--- src/rtl/mm_engine_p.sv ---
// Matrix-multiply engine: reads an (R,K,C) header, then A(RxK)*B(KxC) from a
// word-addressed memory with 1-cycle read latency, writing each result back.
module mm_engine_p #(
    parameter int DW  = 20,
    parameter int AW  = 8,
    parameter int OW  = 40,
    parameter int SAT = 1
) (
    input  logic          clk,
    input  logic          reset,
    input  logic          start,
    input  logic          tb,
    output logic          busy,
    output logic [AW-1:0] i,
    output logic [AW-1:0] j,
    output logic [1:0]    index,
    output logic          read,
    input  logic [DW-1:0] read_data,
    output logic          write,
    output logic [OW-1:0] write_data,
    output logic          finish,
    output logic          ovf
);
    localparam int PW   = 2 * DW;
    localparam int ACCW = 2 * DW + AW;

    typedef enum logic [3:0] {
        S_IDLE, S_HDR0, S_HDR1, S_HDR2, S_HDR3, S_CHK,
        S_RD_A, S_RD_B, S_MAC, S_WR, S_DONE
    } state_t;

    state_t                 state_q, state_d;
    logic                   tb_q, tb_d;
    logic                   ovf_q, ovf_d;
    logic [AW-1:0]          dim_r_q, dim_r_d, dim_k_q, dim_k_d, dim_c_q, dim_c_d;
    logic [AW-1:0]          r_q, r_d, c_q, c_d, k_q, k_d;
    logic signed [DW-1:0]   a_q, a_d;
    logic signed [ACCW-1:0] acc_q, acc_d;
    logic [AW-1:0]          i_q, i_d, j_q, j_d;
    logic [1:0]             idx_q, idx_d;

    logic signed [PW-1:0]   prod;
    logic [ACCW-OW:0]       acc_hi;
    logic                   in_range;
    logic [OW-1:0]          res;

    // Result fits OW signed bits iff all bits from OW-1 upward agree.
    always_comb begin
        prod     = a_q * $signed(read_data);
        acc_hi   = acc_q[ACCW-1:OW-1];
        in_range = (&acc_hi) | (~|acc_hi);
        res      = acc_q[OW-1:0];
        if (SAT != 0 && !in_range)
            res = acc_q[ACCW-1] ? {1'b1, {(OW-1){1'b0}}} : {1'b0, {(OW-1){1'b1}}};
    end

    always_comb begin
        state_d    = state_q;
        tb_d       = tb_q;
        ovf_d      = ovf_q;
        dim_r_d    = dim_r_q;
        dim_k_d    = dim_k_q;
        dim_c_d    = dim_c_q;
        r_d        = r_q;
        c_d        = c_q;
        k_d        = k_q;
        a_d        = a_q;
        acc_d      = acc_q;
        i_d        = i_q;
        j_d        = j_q;
        idx_d      = idx_q;
        read       = 1'b0;
        write      = 1'b0;
        finish     = 1'b0;
        write_data = '0;
        case (state_q)
            S_IDLE: begin
                if (start) begin
                    state_d = S_HDR0;
                    tb_d    = tb;
                    ovf_d   = 1'b0;
                end
            end
            S_HDR0: begin
                read    = 1'b1;
                idx_d   = 2'd2;
                i_d     = AW'(0);
                j_d     = '0;
                state_d = S_HDR1;
            end
            S_HDR1: begin
                read    = 1'b1;
                idx_d   = 2'd2;
                i_d     = AW'(1);
                j_d     = '0;
                dim_r_d = read_data[AW-1:0];
                state_d = S_HDR2;
            end
            S_HDR2: begin
                read    = 1'b1;
                idx_d   = 2'd2;
                i_d     = AW'(2);
                j_d     = '0;
                dim_k_d = read_data[AW-1:0];
                state_d = S_HDR3;
            end
            S_HDR3: begin
                dim_c_d = read_data[AW-1:0];
                state_d = S_CHK;
            end
            S_CHK: begin
                if (dim_r_q == '0 || dim_k_q == '0 || dim_c_q == '0) begin
                    state_d = S_DONE;
                end else begin
                    r_d     = '0;
                    c_d     = '0;
                    k_d     = '0;
                    acc_d   = '0;
                    state_d = S_RD_A;
                end
            end
            S_RD_A: begin
                read    = 1'b1;
                idx_d   = 2'd0;
                i_d     = r_q;
                j_d     = k_q;
                state_d = S_RD_B;
            end
            S_RD_B: begin
                read    = 1'b1;
                idx_d   = 2'd1;
                i_d     = tb_q ? c_q : k_q;
                j_d     = tb_q ? k_q : c_q;
                a_d     = $signed(read_data);
                state_d = S_MAC;
            end
            S_MAC: begin
                // Product is sign-extended into the wider accumulator, so it never wraps.
                acc_d = acc_q + {{AW{prod[PW-1]}}, prod};
                if (k_q == dim_k_q - 1'b1) begin
                    k_d     = '0;
                    state_d = S_WR;
                end else begin
                    k_d     = k_q + 1'b1;
                    state_d = S_RD_A;
                end
            end
            S_WR: begin
                write      = 1'b1;
                idx_d      = 2'd3;
                i_d        = r_q;
                j_d        = c_q;
                write_data = res;
                acc_d      = '0;
                if (!in_range) ovf_d = 1'b1;
                if (c_q == dim_c_q - 1'b1) begin
                    c_d = '0;
                    if (r_q == dim_r_q - 1'b1) begin
                        state_d = S_DONE;
                    end else begin
                        r_d     = r_q + 1'b1;
                        state_d = S_RD_A;
                    end
                end else begin
                    c_d     = c_q + 1'b1;
                    state_d = S_RD_A;
                end
            end
            S_DONE: begin
                finish  = 1'b1;
                state_d = S_IDLE;
            end
            default: state_d = S_IDLE;
        endcase
    end

    always_ff @(posedge clk) begin
        if (reset) begin
            state_q <= S_IDLE;
            tb_q    <= 1'b0;
            ovf_q   <= 1'b0;
            dim_r_q <= '0;
            dim_k_q <= '0;
            dim_c_q <= '0;
            r_q     <= '0;
            c_q     <= '0;
            k_q     <= '0;
            a_q     <= '0;
            acc_q   <= '0;
            i_q     <= '0;
            j_q     <= '0;
            idx_q   <= '0;
        end else begin
            state_q <= state_d;
            tb_q    <= tb_d;
            ovf_q   <= ovf_d;
            dim_r_q <= dim_r_d;
            dim_k_q <= dim_k_d;
            dim_c_q <= dim_c_d;
            r_q     <= r_d;
            c_q     <= c_d;
            k_q     <= k_d;
            a_q     <= a_d;
            acc_q   <= acc_d;
            i_q     <= i_d;
            j_q     <= j_d;
            idx_q   <= idx_d;
        end
    end

    // Address outputs follow the current access and otherwise hold the last one.
    assign i     = i_d;
    assign j     = j_d;
    assign index = idx_d;
    assign busy  = (state_q != S_IDLE);
    assign ovf   = ovf_q;

endmodule
--- config.mk ---
export PLATFORM = sky130hd
export DESIGN_NAME = mm_engine_p
export DESIGN_NICKNAME = d
export VERILOG_FILES = /design/src/rtl/mm_engine_p.sv
export SDC_FILE = /design/constraint.sdc
export NUM_CORES = 2
export LEC_CHECK = 0
export CORE_MARGIN = 2
export CORE_UTILIZATION = 45
export DETAILED_ROUTE_END_ITERATION = 10
export PLACE_DENSITY_LB_ADDON = 0.05
export SYNTH_ARGS = -nofsm -noshare
export SYNTH_HDL_FRONTEND = slang
export SYNTH_SLANG_ARGS = --single-unit
--- constraint.sdc ---
create_clock -name clk -period 12.6 [get_ports clk]
set_input_delay 1.26 -clock clk [delete_from_list [all_inputs] [get_ports clk]]
set_output_delay 1.26 -clock clk [all_outputs]
set_load 0.01 [all_outputs]
Yosys cells after proc, flatten, opt, wreduce, memory -nomap -nowiden
Index checks and enable logic that the tools add are counted.

word-level totals
  flip-flop bits (word level) = 140
  input port bits = 24
  output and inout bits = 63
  word-level logic and storage cells = 94

operators by class
  $add $sub $neg = 7
  multiply operators = 1
  equal/unequal tests = 18
  muxes and demuxes = 30
  bitwise gates (word level) = 1
  reduce and logical (&&, ||, !) cells = 23

operator list
  cell                 count
  $pmux 48 s3          1
  $mux 40              3
  $mux 8               7
  $add 48x48->48       1
  $mux 48              1
  $pmux 8 s2           3
  $mul 20x20->40       1
  $pmux 4 s10          1
  $pmux 8 s5           1
  $pmux 8 s4           1
  $add 8x1->8 const B  3
  $eq 8x8->1           3
  $logic_not 8->1      3
  $sub 8x1->8 const B  3
  $mux 4               5
  $eq 4x3->1 const B   4
  $eq 4x4->1 const B   3
  $ne 2x2->1 const B   5
  $reduce_and 9->1     1
  $reduce_or 9->1      1
  $eq 4x2->1 const B   2
  $pmux 2 s4           1
  $reduce_and 2->1     4
  $reduce_bool 2->1    3
  14 further kinds     19

Longest topological paths before layout
  depth after elaboration = 5
  gate-level depth with buffers = 41
  gate-level depth less buffers = 39

Worst setup path before layout
No wires, ideal clock.

  kind = input -> register
  from = in read_data[5]
  to = reg acc_q[47]
  library setup time = 0.122 ns
  data arrival time = 9.820 ns
  data required time = 12.478 ns
  setup slack = 2.658 ns
  stages on the path = 37
  path buffers = 1
  path through = clkbuf_1 -> nand2_1 -> fa_1 -> inv_1 -> fa_1 -> inv_1 -> fa_1 -> inv_1 -> fa_1 -> fa_1 -> fa_1 -> inv_1 -> fa_1 -> inv_1 -> ha_1 -> a21oi_1 -> a21boi_0 -> nand2_1 -> nor4_1 -> a21oi_1 -> nand2b_1 -> and2_1 -> o21ai_0 -> nand2b_1 -> xor2_1 -> ha_1 -> a21oi_2 -> o21bai_1 -> or3_1 -> a41oi_2 -> a21oi_2 -> a221o_2 -> a221o_1 -> o31a_1 -> xnor3_2 -> nand2_1 -> o211ai_2

between the ends
  cells in the longest elaborated chain, start to end = 3

ends and longest elaborated chain
  what                  RTL line  source
  from (decl)           18        input logic [DW-1:0] read_data,
  $mul 20x20->40        49        prod = a_q * $signed(read_data);
  $add 48x48->48        139       acc_d = acc_q + {{AW{prod[PW-1]}}, prod};
  $pmux 48 s3           76        case (state_q)
  to (signal assigned)  189       acc_q <= '0;
  to (signal assigned)  204       acc_q <= acc_d;
  to (decl)             38        logic signed [ACCW-1:0] acc_q, acc_d;

No other way between the ends.
A chain may end at the register's enable or synchronous reset.

Worst setup path in the final report
  from = in read_data[11]
  to = reg acc_q[47]

Same word-level chain as after synthesis.

==> impl.org <==
** Synth
- Post-synth top flop :: sky130_fd_sc_hd__dfxtp_1
- Post-synthesis async set-or-reset flop share :: 0%
- Area of the mapped netlist :: between 20,000 and 25,000 um2
- Sorting the synthesized cells by area gives the leading types as sky130_fd_sc_hd__fa_1 (35%), sky130_fd_sc_hd__dfxtp_1 (12%), sky130_fd_sc_hd__ha_1 (8.4%).
- Top-area cell type share of the netlist area :: 34.8%
- Warnings from Yosys :: 0
- The cell count after synthesis came out at 2,830.
- Library cells used by synthesis :: 80
- Library cell occupying the most area in the post-synthesis netlist :: sky130_fd_sc_hd__fa_1
- Sequential cells were found to cover 11.6% of the synthesized design area.
- A synthesized cell averages 8.55 um2.
- After synthesis the netlist holds a flip-flop and latch count of 140.
- Number of enable flip-flop cells after synthesis :: 0
- When the netlist entered floorplanning its net count stood at approximately 3,400.

** Clock tree
- Number of clock sinks :: 140
- Number of setup buffers added after CTS :: 0
- Hold repair after CTS inserted 0 buffers.
- H-tree levels :: 4
- Clock transition at the register clock pins on the worst setup and hold paths after CTS :: 80 ps
- The root buffer cell chosen for the clock tree is sky130_fd_sc_hd__clkbuf_16.
- TritonCTS clock tree :: yes
- Post-cts repair resize count :: 0
- The later pin in the worst-skew pair is clocked with a latency of 490 ps.
- Maximum buffer depth of the clock tree :: 2
- Clock tree synthesis inserted a total of 17 buffers.

** Place
- Prior to clock tree synthesis, the placed netlist has a worst setup slack of 1120 ps.
- Cell count after placement :: 3,488
- Number of buffer cells added on primary ports :: between 80 and 90
- Routability-driven placement finished with a final weighted congestion of 0.895.
- Placed cell area :: 25,600 um2
- Half-perimeter wire length after placement :: between 50 and 60 mm

** Route
- The first detailed-routing pass took 6 iterations.
- After detailed routing, the number of remaining DRC violations is 0.
- Count of vias placed by the detailed router :: around 19,000
- Routed wirelength normalized by instance count :: 18.7 um
- After detailed routing, the total wire length is ~66 mm.
- After detailed routing, the met3 layer carries between 2 and 3 mm of wire.
- Post-route antenna net violation count :: 0
- Dividing the detail-routed via count by the number of cells gives 5.33.
- Total length of routed met2 wires :: about 32 mm
- After the first detailed-routing iteration, the DRC count stood at ~1,200.
- In the final routing, the length of wire on met1 measures 29.7 mm.
- The detailed router used layers up to and including met4.

** Critical path
- Most prevalent standard cell on the critical path :: sky130_fd_sc_hd__fa_1
- Type of destination of the critical path :: flop
- For this run, the slowest stage of the critical path takes 1180 ps.
- The slowest stage of the critical path belongs to the cell sky130_fd_sc_hd__clkdlybuf4s50_1.
- In this run the critical register-to-register path is launched from a_q[19]$_SDFFE_PP0P_.
- Of all nets on the critical path, the largest fanout is 21.
- The worst register-to-register path ends at acc_q[47]$_SDFFE_PP0P_.
- Critical Path RT :: 12,980 ps
- Counting cells, the worst reg-to-reg path comes to 34.
- STA classifies the critical path startpoint as a primary input.
- For flop-to-flop paths, the worst setup slack is 2050 ps.
- The critical path is of the in -> reg type.
- Arrival time worst endpoint :: about 11,000 ps

** Power
- Static power due to leakage :: 0.0128 uW
- Dividing total power by cell area gives a power density of 47.5 nW/um2.
- Maximum vdd ir drop :: 0.000100 V

** Timing
- For the final database, setup skew stands at 23.7 ps.
- Post-route fraction of the period consumed by the critical path :: 87.9%
- For the finished layout, the period the worst path requires is between 10,000 and 15,000 ps.
- Max Slew Vio Count :: 0
- Final setup slack of the worst path :: 1520 ps
- RSZ-0062 raised after global routing :: no
- Slew of the pin with the lowest slew margin :: around 1200 ps
- Setup_tns :: 0 ps
- Number of hold-slack violations in the final timing report :: 0
- Total of endpoints with negative setup slack in the final report :: 0
- Worst rel slew slack :: 18.2%
- Top achievable clock speed :: approximately 90 MHz
- Worst hold slack :: 478 ps

** Finish
- Share of layout cells above drive strength 1 :: under 10%
- For this run, the number of standard cells in the final layout without fillers is 3,520.
- From synthesis to final layout, the design area changed by 8.47%.
- Number of nets at the end of the flow :: 3,426
- After routing the design area is 26,300 um2.
- 0 antenna diodes ended up in the layout.

** Die
- The core region is 52,900 um2.
- Row generation in the floorplan step produced 84 rows.
- In this run the horizontal extent of the chip is 236 um.
- For this configuration, the core starts out at a cell density of between 40% and 50%.
- Ports placed on the boundary :: 87
- The die covers about 56,000 um2.
- Die Span Y :: approximately 240 um

** Global route
- Vias in the first global route :: 19,800
- The number of antenna violations at the first check in global routing came to 0.
- Entering global routing, the biggest net connects 69 pins.
- Global routing used between 20% and 30% of the available tracks.
- Wire length of the first global-routing pass :: 109 mm
- For this run the aggregate overflow at the end of global routing stands at 0.

** Worst hold path
- Hold path start :: acc_q[32]$_SDFFE_PP0P_
- Along the worst hold path, the cell count comes to 2.
- Worst min-delay path class :: reg -> reg
- The path with the worst hold slack has its endpoint at acc_q[32]$_SDFFE_PP0P_.

** Run
- Max-cap check violation count :: 0

** Status
- The run finished with clean final reports.
## how the worst max path moves through the flow
stage / depth (start not counted) / to / slack [ps] / startpoint
finish: 36 / acc_q[47]$_SDFFE_PP0P_ / 1520 / read_data[11]
global route: 36 / acc_q[47]$_SDFFE_PP0P_ / 1020 / read_data[11]
CTS: 36 / acc_q[47]$_SDFFE_PP0P_ / 1610 / read_data[11]
detailed placement: 36 / acc_q[47]$_SDFFE_PP0P_ / 1120 / read_data[11]
global placement: 36 / acc_q[47]$_SDFFE_PP0P_ / 1180 / read_data[11]
floorplan: 37 / acc_q[47]$_SDFFE_PP0P_ / 2660 / read_data[5]
## flip-flops by register name, indices dropped and copies added, names as in the netlist, 2 cells and up
name and cells:
acc_q 48, a_q 20, c_q 8, dim_c_q 8, dim_k_q 8, dim_r_q 8, i_q 8, j_q 8
k_q 8, r_q 8, state_q 4, idx_q 2
## per-stage QoR
stage	utilization, %	total power (uW)
finish	49.7	1250
global route	49.7	1310
CTS	49.7	1270
detailed placement	48.5	721
global placement	48.5	718
floorplan	-	638
## cell families after synthesis
logic type,count (synthesis),share of synthesized area [%]
adders and majority gates,583,43.2
DFF,140,11.6
AOI/OAI and AO/OA,438,12.0
muxes,22,0.962
and+or+nand+nor,907,18.2
buffers and inverters,622,9.67
xor gates and xnor gates,118,4.33
## power breakdown
| part | internal, uW | switching [uW] |
|---|---|---|
| logic | 93.8 | 156 |
| clock network | 269 | 269 |
| registers | 448 | 11.4 |
| total | 811 | 436 |
## placed cells by master, fill, tap and decap left out, types with 77 or more instances in the layout
cell type | netlist | layout
sky130_fd_sc_hd__inv_1 | 477 | 477
sky130_fd_sc_hd__fa_1 | 421 | 421
sky130_fd_sc_hd__nand2_1 | 352 | 352
sky130_fd_sc_hd__and2_1 | 224 | 224
sky130_fd_sc_hd__ha_1 | 162 | 162
sky130_fd_sc_hd__nor2_1 | 149 | 149
sky130_fd_sc_hd__dfxtp_1 | 140 | 140
sky130_fd_sc_hd__a21oi_1 | 134 | 132
sky130_fd_sc_hd__clkdlybuf4s50_1 | 0 | 85
sky130_fd_sc_hd__xnor2_1 | 77 | 77
## cell usage after synthesis, types with 4 or more instances
master / count
sky130_fd_sc_hd__o211ai_1: 5
sky130_fd_sc_hd__ha_1: 162
sky130_fd_sc_hd__buf_2: 5
sky130_fd_sc_hd__mux2i_1: 12
sky130_fd_sc_hd__and4_1: 4
sky130_fd_sc_hd__nor2b_1: 25
sky130_fd_sc_hd__nand3b_1: 5
sky130_fd_sc_hd__o21ai_1: 20
sky130_fd_sc_hd__o31a_1: 4
sky130_fd_sc_hd__xnor2_1: 77
sky130_fd_sc_hd__a211oi_1: 5
sky130_fd_sc_hd__o21ai_0: 62
sky130_fd_sc_hd__a31oi_1: 13
sky130_fd_sc_hd__inv_1: 477
sky130_fd_sc_hd__nand3_1: 28
sky130_fd_sc_hd__or3_1: 14
sky130_fd_sc_hd__o21bai_1: 11
sky130_fd_sc_hd__and2_1: 224
sky130_fd_sc_hd__nor4_1: 7
sky130_fd_sc_hd__a221o_1: 5
sky130_fd_sc_hd__a21o_1: 36
sky130_fd_sc_hd__and3_1: 17
sky130_fd_sc_hd__nor2_1: 149
sky130_fd_sc_hd__mux2_2: 10
sky130_fd_sc_hd__nand4_1: 14
sky130_fd_sc_hd__nor3b_1: 6
sky130_fd_sc_hd__nor3_1: 24
sky130_fd_sc_hd__clkbuf_1: 137
sky130_fd_sc_hd__fa_1: 421
sky130_fd_sc_hd__o21a_1: 56
sky130_fd_sc_hd__nand2b_1: 27
sky130_fd_sc_hd__a22oi_1: 28
sky130_fd_sc_hd__dfxtp_1: 140
sky130_fd_sc_hd__a222oi_1: 8
sky130_fd_sc_hd__a21oi_1: 134
sky130_fd_sc_hd__xor2_1: 40
sky130_fd_sc_hd__nand2_1: 352
sky130_fd_sc_hd__a21boi_0: 4
## worst max-delay path: cells and delay by family
kind,cells,cell delay (ps)
adder cells (fa/ha/maj),9,4290
AO/OA/AOI/OAI,10,2310
AND/OR/NAND/NOR,9,1670
buffers and inverters,6,1470
XOR/XNOR,2,450
## per-layer routing
metal | up-vias | track usage (%)
met5 | - | 0
met4 | 0 | 6.02
met3 | 55 | 3.17
met2 | 348 | 42.2
met1 | 9494 | 34.0
li1 | 8864 | -
## cell type report
class	instances	area [um2]
fillers	5158	26600
inverters	478	1790
repair buffers	114	1080
clock inverters	15	198
well taps	688	861
flip-flops and latches	140	2800
clock buffers	17	425
multi-input cells	2068	19100
(Power assumes the default switching activity.)
